[src/rtl/fp_operand_unpack_if.sv]
// Stream bundle for fp_operand_unpack: packed binary32 words in, decoded sign/exponent/significand plus class flags out.
interface fp_operand_unpack_if;
  localparam int unsigned WORD_W = 32;
  localparam int unsigned EXP_W  = 8;
  localparam int unsigned SIG_W  = 24;

  logic              in_valid;
  logic              in_ready;
  logic [WORD_W-1:0] in_word;
  logic              out_valid;
  logic              out_ready;
  logic              sign;
  logic [EXP_W-1:0]  exponent;
  logic [SIG_W-1:0]  significand;
  logic              is_zero;
  logic              is_denorm;
  logic              is_inf;
  logic              is_nan;
  logic              is_qnan;

  modport master (
    output in_valid, in_word, out_ready,
    input  in_ready, out_valid, sign, exponent, significand,
           is_zero, is_denorm, is_inf, is_nan, is_qnan
  );

  modport slave (
    input  in_valid, in_word, out_ready,
    output in_ready, out_valid, sign, exponent, significand,
           is_zero, is_denorm, is_inf, is_nan, is_qnan
  );
endinterface

[src/rtl/fp_operand_unpack.sv]
// Two-stage binary32 operand unpacker: S1 holds the raw word, S2 the decoded sign/exponent/significand and class.
// Optional feature macro FP_UNPACK_DENORM_EN: keep denormals (exponent 1, no hidden bit) instead of flushing to zero.
module fp_operand_unpack (
  input  logic                clock,
  input  logic                resetn,
  fp_operand_unpack_if.slave  bus
);
  localparam int unsigned WORD_W = 32;
  localparam int unsigned EXP_W  = 8;
  localparam int unsigned FRAC_W = 23;
  localparam int unsigned SIG_W  = FRAC_W + 1;

  logic              s1_valid;
  logic [WORD_W-1:0] s1_word;
  logic              s2_advance;
  logic              s1_load;

  logic              d_sign;
  logic [EXP_W-1:0]  d_exp;
  logic [SIG_W-1:0]  d_sig;
  logic              d_zero;
  logic              d_denorm;
  logic              d_inf;
  logic              d_nan;
  logic              d_qnan;

  logic [EXP_W-1:0]  raw_exp;
  logic [FRAC_W-1:0] raw_frac;

  // S2 may take S1 whenever it is empty or being drained this edge
  assign s2_advance   = s1_valid && (!bus.out_valid || bus.out_ready);
  assign bus.in_ready = !s1_valid || s2_advance;
  assign s1_load      = bus.in_valid && bus.in_ready;

  always_ff @(posedge clock or negedge resetn) begin
    if (!resetn) begin
      s1_valid <= 1'b0;
      s1_word  <= '0;
    end else if (s1_load) begin
      s1_valid <= 1'b1;
      s1_word  <= bus.in_word;
    end else if (s2_advance) begin
      s1_valid <= 1'b0;
    end
  end

  assign raw_exp  = s1_word[WORD_W-2 -: EXP_W];
  assign raw_frac = s1_word[FRAC_W-1:0];

  // Field split and classification of the word held in S1
  always_comb begin
    d_sign   = s1_word[WORD_W-1];
    d_exp    = raw_exp;
    d_sig    = {1'b1, raw_frac};
    d_zero   = 1'b0;
    d_denorm = 1'b0;
    d_inf    = 1'b0;
    d_nan    = 1'b0;
    d_qnan   = 1'b0;
    if (raw_exp == '0) begin
      if (raw_frac == '0) begin
        d_zero = 1'b1;
        d_exp  = '0;
        d_sig  = '0;
      end else begin
`ifdef FP_UNPACK_DENORM_EN
        d_denorm = 1'b1;
        d_exp    = EXP_W'(1);
        d_sig    = {1'b0, raw_frac};
`else
        d_zero = 1'b1;
        d_exp  = '0;
        d_sig  = '0;
`endif
      end
    end else if (raw_exp == '1) begin
      if (raw_frac == '0) begin
        d_inf = 1'b1;
      end else begin
        d_nan  = 1'b1;
        d_qnan = raw_frac[FRAC_W-1];
      end
    end
  end

  // Output stage: fields only change on an advance, so they hold under backpressure
  always_ff @(posedge clock or negedge resetn) begin
    if (!resetn) begin
      bus.out_valid   <= 1'b0;
      bus.sign        <= 1'b0;
      bus.exponent    <= '0;
      bus.significand <= '0;
      bus.is_zero     <= 1'b0;
      bus.is_denorm   <= 1'b0;
      bus.is_inf      <= 1'b0;
      bus.is_nan      <= 1'b0;
      bus.is_qnan     <= 1'b0;
    end else if (s2_advance) begin
      bus.out_valid   <= 1'b1;
      bus.sign        <= d_sign;
      bus.exponent    <= d_exp;
      bus.significand <= d_sig;
      bus.is_zero     <= d_zero;
      bus.is_denorm   <= d_denorm;
      bus.is_inf      <= d_inf;
      bus.is_nan      <= d_nan;
      bus.is_qnan     <= d_qnan;
    end else if (bus.out_ready) begin
      bus.out_valid   <= 1'b0;
    end
  end
endmodule

[src/flat_wrapper.sv]
// flat-port wrapper written by rule: the top's interface ports become plain ports
module fp_operand_unpack_flat 
  (clock, resetn, bus_in_valid, bus_in_word, bus_out_ready, bus_in_ready, bus_out_valid, bus_sign, bus_exponent, bus_significand, bus_is_zero, bus_is_denorm, bus_is_inf, bus_is_nan, bus_is_qnan);
  fp_operand_unpack_if bus_i ();
  input  logic clock;
  input  logic resetn;
  input wire logic [$bits(bus_i.in_valid)-1:0] bus_in_valid;
  input wire logic [$bits(bus_i.in_word)-1:0] bus_in_word;
  input wire logic [$bits(bus_i.out_ready)-1:0] bus_out_ready;
  output wire logic [$bits(bus_i.in_ready)-1:0] bus_in_ready;
  output wire logic [$bits(bus_i.out_valid)-1:0] bus_out_valid;
  output wire logic [$bits(bus_i.sign)-1:0] bus_sign;
  output wire logic [$bits(bus_i.exponent)-1:0] bus_exponent;
  output wire logic [$bits(bus_i.significand)-1:0] bus_significand;
  output wire logic [$bits(bus_i.is_zero)-1:0] bus_is_zero;
  output wire logic [$bits(bus_i.is_denorm)-1:0] bus_is_denorm;
  output wire logic [$bits(bus_i.is_inf)-1:0] bus_is_inf;
  output wire logic [$bits(bus_i.is_nan)-1:0] bus_is_nan;
  output wire logic [$bits(bus_i.is_qnan)-1:0] bus_is_qnan;
  assign bus_i.in_valid = bus_in_valid;
  assign bus_i.in_word = bus_in_word;
  assign bus_i.out_ready = bus_out_ready;
  assign bus_in_ready = bus_i.in_ready;
  assign bus_out_valid = bus_i.out_valid;
  assign bus_sign = bus_i.sign;
  assign bus_exponent = bus_i.exponent;
  assign bus_significand = bus_i.significand;
  assign bus_is_zero = bus_i.is_zero;
  assign bus_is_denorm = bus_i.is_denorm;
  assign bus_is_inf = bus_i.is_inf;
  assign bus_is_nan = bus_i.is_nan;
  assign bus_is_qnan = bus_i.is_qnan;
  fp_operand_unpack u_core (.clock(clock), .resetn(resetn), .bus(bus_i));
endmodule
[config.mk]
export PLATFORM = sky130hd
export DESIGN_NAME = fp_operand_unpack_flat
export DESIGN_NICKNAME = d
export VERILOG_FILES = /design/src/rtl/fp_operand_unpack_if.sv /design/src/rtl/fp_operand_unpack.sv /design/src/flat_wrapper.sv
export SDC_FILE = /design/constraint.sdc
export NUM_CORES = 1
export LEC_CHECK = 0
export BUFFER_PORTS_ARGS = -buffer_cell sky130_fd_sc_hd__buf_2
export CELL_PAD_IN_SITES_DETAIL_PLACEMENT = 0
export CELL_PAD_IN_SITES_GLOBAL_PLACEMENT = 1
export CORE_ASPECT_RATIO = 1.5
export CORE_UTILIZATION = 38
export DETAILED_ROUTE_END_ITERATION = 8
export GPL_TIMING_DRIVEN = 0
export PLACE_DENSITY = 0.78
export SLEW_MARGIN = 20
export SYNTH_ARGS = -nofsm -noshare
export SYNTH_HDL_FRONTEND = slang
export SYNTH_SLANG_ARGS = --single-unit
[constraint.sdc]
create_clock -name clock -period 3.1 [get_ports clock]
set_input_delay 0.62 -clock clock [delete_from_list [all_inputs] [get_ports clock]]
set_output_delay 0.62 -clock clock [all_outputs]
set_load 0.01 [all_outputs]
# Word level (Yosys, flattened, before mapping)
# Index checks and enable logic that the tools add are counted.
dict set report totals {
  reg_bits 71
  mem_bits_ro 0
  in_bits 36
  memories 0
  latch_bits 0
  elab_cells 37
  ram_bits 0
}
dict set report op_classes {
  n_reduce_logical 10
  n_shift 0
  mux 16
  bitwise_logic 0
  mul 0
  div 0
  n_addsub 0
  eq_ne 1
  n_lt_le_gt_ge 0
}
# cell n
set ops {}
lappend ops {{$mux 24} 1}
lappend ops {{$logic_not 23->1} 1}
lappend ops {{$mux 1} 14}
lappend ops {{$eq 8x8->1 const B} 1}
lappend ops {{$logic_not 8->1} 1}
lappend ops {{$mux 8} 1}
lappend ops {{$reduce_bool 2->1} 2}
lappend ops {{$logic_and 1x1->1} 2}
lappend ops {{$logic_not 1->1} 2}
lappend ops {{$logic_or 1x1->1} 2}

# Depth between registers and ports, before layout
dict set report logic_depth {
  ltp_word 6
  depth_mapped 5
  mapped_depth_nobuf 4
}

# Worst setup path after synthesis
# Ideal clock, no wire load.
dict set report synth_timing {
  kind {input-to-reg}
  startpoint {input bus_out_ready}
  endpoint {register u_core.s1_word[0]}
  path_slack_ns 1.187
  n_path_buf 1
  required_time_ns 2.975
  path_stages 5
  arrival_ns 1.788
  setup_ns 0.125
  cell_sequence {nand2b_1 -> or2_2 -> nand2_1 -> buf_4 -> mux2_2}
}
dict set report synth_via {
  elab_chain_len 4
}
# element line
set synth_lines {}
lappend synth_lines {{from (decl)} flat_wrapper.sv:9} ;# input wire logic [$bits(bus_i.out_ready)-1:0] bus_out_ready;
lappend synth_lines {{$logic_or 1x1->1} fp_operand_unpack.sv:31} ;# assign s2_advance = s1_valid && (!bus.out_valid || bus.out_ready);
lappend synth_lines {{$logic_and 1x1->1} fp_operand_unpack.sv:31}
lappend synth_lines {{$logic_or 1x1->1} fp_operand_unpack.sv:32} ;# assign bus.in_ready = !s1_valid || s2_advance;
lappend synth_lines {{named net bus_in_ready} flat_wrapper.sv:10} ;# output wire logic [$bits(bus_i.in_ready)-1:0] bus_in_ready;
lappend synth_lines {{$logic_and 1x1->1} fp_operand_unpack.sv:33} ;# assign s1_load = bus.in_valid && bus.in_ready;
lappend synth_lines {{to (signal assigned)} fp_operand_unpack.sv:41} ;# s1_word <= bus.in_word;
lappend synth_lines {{to (decl)} fp_operand_unpack.sv:14} ;# logic [WORD_W-1:0] s1_word;
# The timed path passes the listed nets, and every way through them passes these cells.
# A chain may end at the register's enable or synchronous reset.

# Final worst setup path
dict set report layout_timing {
  startpoint {input bus_out_ready}
  endpoint {output bus_in_ready}
}
dict set report layout_via {
  elab_chain_len 3
}
# element line
set layout_lines {}
lappend layout_lines {{$logic_or 1x1->1} fp_operand_unpack.sv:31}
lappend layout_lines {{$logic_and 1x1->1} fp_operand_unpack.sv:31}
lappend layout_lines {{$logic_or 1x1->1} fp_operand_unpack.sv:32}
lappend layout_lines {{to (decl)} flat_wrapper.sv:10}
# No other way between the ends.

==> results.ini <==
[global_routing]
grt_max_degree=38
overflow=0
grt_usage_pct=16.6
grt_pass1_wl_mm=9.29
antenna_found_initial=0
grt_pass1_vias=1899

[route]
wl_per_cell_um=16.2
dr_wl_met2_mm=2.92
via_per_inst=5.17
first_pass_iters=5
first_iter_violations=96
highest_layer=met4
final_antenna_net_count=0
wl_met3_um=220
wl_met1_mm=2.29
wl_mm=5.59
drc=0
vias=1779

[sta]
finalCritPeriodShare_pct=64.9
fmax_ghz=0.497
fin_setup_tns_ns=0
post-route-min-period_ns=2.01
grt_setup_unrepaired=no
slew_violations=0
setup_violations=0
relSlewSlack_pct=65.2
hold_viol_final=0
clock_skew_ns=0.00681
worst_pin_slew_ns=0.523

[finish]
diodes=0
register_area_mm2=0.00178
design_area_mm2=0.00335
layout.nets=299
drive_gt1_share_pct=50.4
area_growth_pct=24.2
multiInputGateArea_um2=843
nFillCells=632

[critical_path]
crit_top_cell=buf_2
startpoint_type=primary input
crit_arrival_ns=1.39
path_class=in2out
crit_fanout=5
required_ns=2.48
cp-end-kind=output port
critPathSlowestCell=or2_2
path_cells=buf_2 > nand2b_1 > or2_2 > buf_2
slowest_delay_ns=0.33

[outcome]
status=complete, no violations

[logic_synthesis]
yosys.area_share.adder_pct=0
syn_area_mm2=0.00270
synth_xor_area_share_pct=0
yosys.area_share.simple_pct=4.87
ys_types=23
ys.warnings.count=0
ys_ff_latch=71
synth_top_family_by_area=multiplexers
ys_seq_area_share_pct=65.8
muxShareOfSynthArea_pct=17.1
synthesis.nets=213
synthCells=177
synth_compound_area_share_pct=9.13
postSynthAreaPerCell_um2=15.3

[pwr]
p_clk_share_pct=27.6
leakage_uw=0.00161
comb_power_share_pct=19.3
swShare_pct=26.9
power_switching_uw=607
p_int_uw=1650
peakVddDrop_mv=0.365
seqPwrFrac_pct=53.1
powerDensity_mw_per_mm2=674

[floorplan]
start_util_pct=39.4
die_y_um=105
die_area_mm2=0.00745
io_pins=76
row_count=37
dieWidth_um=70.8
core_area_mm2=0.00685

[placed_design]
gp_congestion=0.726
dp_hpwl_mm=4.11
dpl_cell_area_mm2=0.00319
portBuffers=74

[hold_path]
hp-class=in2async

[cts]
clockBufferDepth=2
ctsRootBufferMaster=clkbuf_8
clock_sinks=71
htreeDepth=3
cts.repair.resized=0
post-cts-setup-buffer-count=0
clk_pin_slew_ns=0.07
holdBufCountCts=0
cts_tree=built
insertion_delay_ns=0.33
cts_buffers=9

[job]
maxCapViolCount=0

sequential cells by signal, indices dropped and copies added (netlist names):
register and cells:
u_core.bus.is_qnan 1, u_core.bus.is_nan 1, u_core.bus.is_inf 1, u_core.bus.is_zero 1, u_core.s1_word 32, u_core.bus.significand 24, u_core.bus.out_valid 1, u_core.s1_valid 1
u_core.bus.exponent 8, u_core.bus.sign 1
final timing paths:
kind / depth (start not counted) / endpoint / slack (ns) / start
max reg2reg: 5 / u_core.bus.significand[5] / 1.33 / u_core.s1_word[28]
max in group asynchronous: 2 / u_core.s1_valid / 2.31 / resetn
min in group clock: 1 / u_core.bus.significand[23] / 0.48 / u_core.bus.significand[23]
min reg2reg: 1 / u_core.bus.significand[23] / 0.48 / u_core.bus.significand[23]
max: 4 / bus_in_ready / 1.09 / bus_out_ready
min: 1 / u_core.bus.significand[6] / 0.24 / resetn
synthesized netlist by cell type (all sizes together):
cell	count	share of area [%]
dfrtp	71	66
mux2	41	17
a22o	25	8.1
buf	8	2.5
nand2	6	0.83
nor4	5	1.2
nand4	3	0.70
nor2	3	0.42
clkbuf	2	0.28
nand2b	2	0.46
or4	2	0.56
a21o	1	0.28
a21oi	1	0.19
and2	1	0.32
conb	1	0.14
inv	1	0.14
nor3	1	0.19
o211a	1	0.37
o21ai	1	0.19
or2	1	0.23
worst max-delay path: cells and delay by family:
kind                   cells  cell delay [ns]
buffers and inverters      2             0.24
and+or+nand+nor            2             0.53
cells in the final DEF (no fill, tap or decap):
cell,instances
or4_1,2
mux2_1,4
nand4_1,3
or2_2,1
o21ai_0,1
dfrtp_1,71
clkinv_2,1
clkbuf_1,4
nor2_1,3
nand2b_1,2
buf_12,1
a21oi_1,1
nor3_1,1
conb_1,1
mux2_2,37
inv_1,1
a21o_1,1
nor4_1,5
buf_4,5
a22o_1,25
and2_4,1
o211a_1,1
clkbuf_8,11
buf_2,74
buf_6,3
nand2_1,6
power groups by stage:
| stage | clock network (µW) | logic [µW] | registers [µW] |
|---|---|---|---|
| after floorplan | 0 | 208 | 1240 |
| after global placement | 0 | 432 | 1210 |
| after detailed placement | 0 | 446 | 1220 |
| after CTS | 652 | 447 | 1200 |
| after global routing | 689 | 479 | 1220 |
| final | 623 | 437 | 1200 |
layer usage:
metal,vias up,global-route usage [%]
met5,-,0
met4,0,9.57
met3,13,3.15
met2,49,27.3
met1,899,20.2
li1,818,-
layout make-up:
class                           instances  area share, %
Clock buffer                           13           4.74
Sequential cell                        71           53.0
Tap cell                               78           2.91
Clock inverter                          1          0.149
Multi-Input combinational cell         95           25.1
Buffer                                 10           2.28
Inverter                                1          0.112
Timing Repair Buffer                   75           11.7
through the flow:
step	cells	utilization, %	power, µW	hold WS, ns	setup WS (ns)
4_1_cts	344	49.0	2300	0.249	1.08
3_3_place_gp	329	46.2	1640	0.455	0.877
6_report	344	49.0	2260	0.243	1.09
3_5_place_dp	330	46.6	1670	0.465	0.876
2_1_floorplan	177	-	1450	0.324	1.19
5_1_grt	344	49.0	2390	0.274	1.05
kinds of logic after synthesis:
logic type | Yosys count
AOI/OAI and AO/OA | 29
buffers and inverters | 11
DFF | 71
muxes | 41
other | 1
and+or+nand+nor | 24
Note: power is estimated with default switching activity, not from simulation.
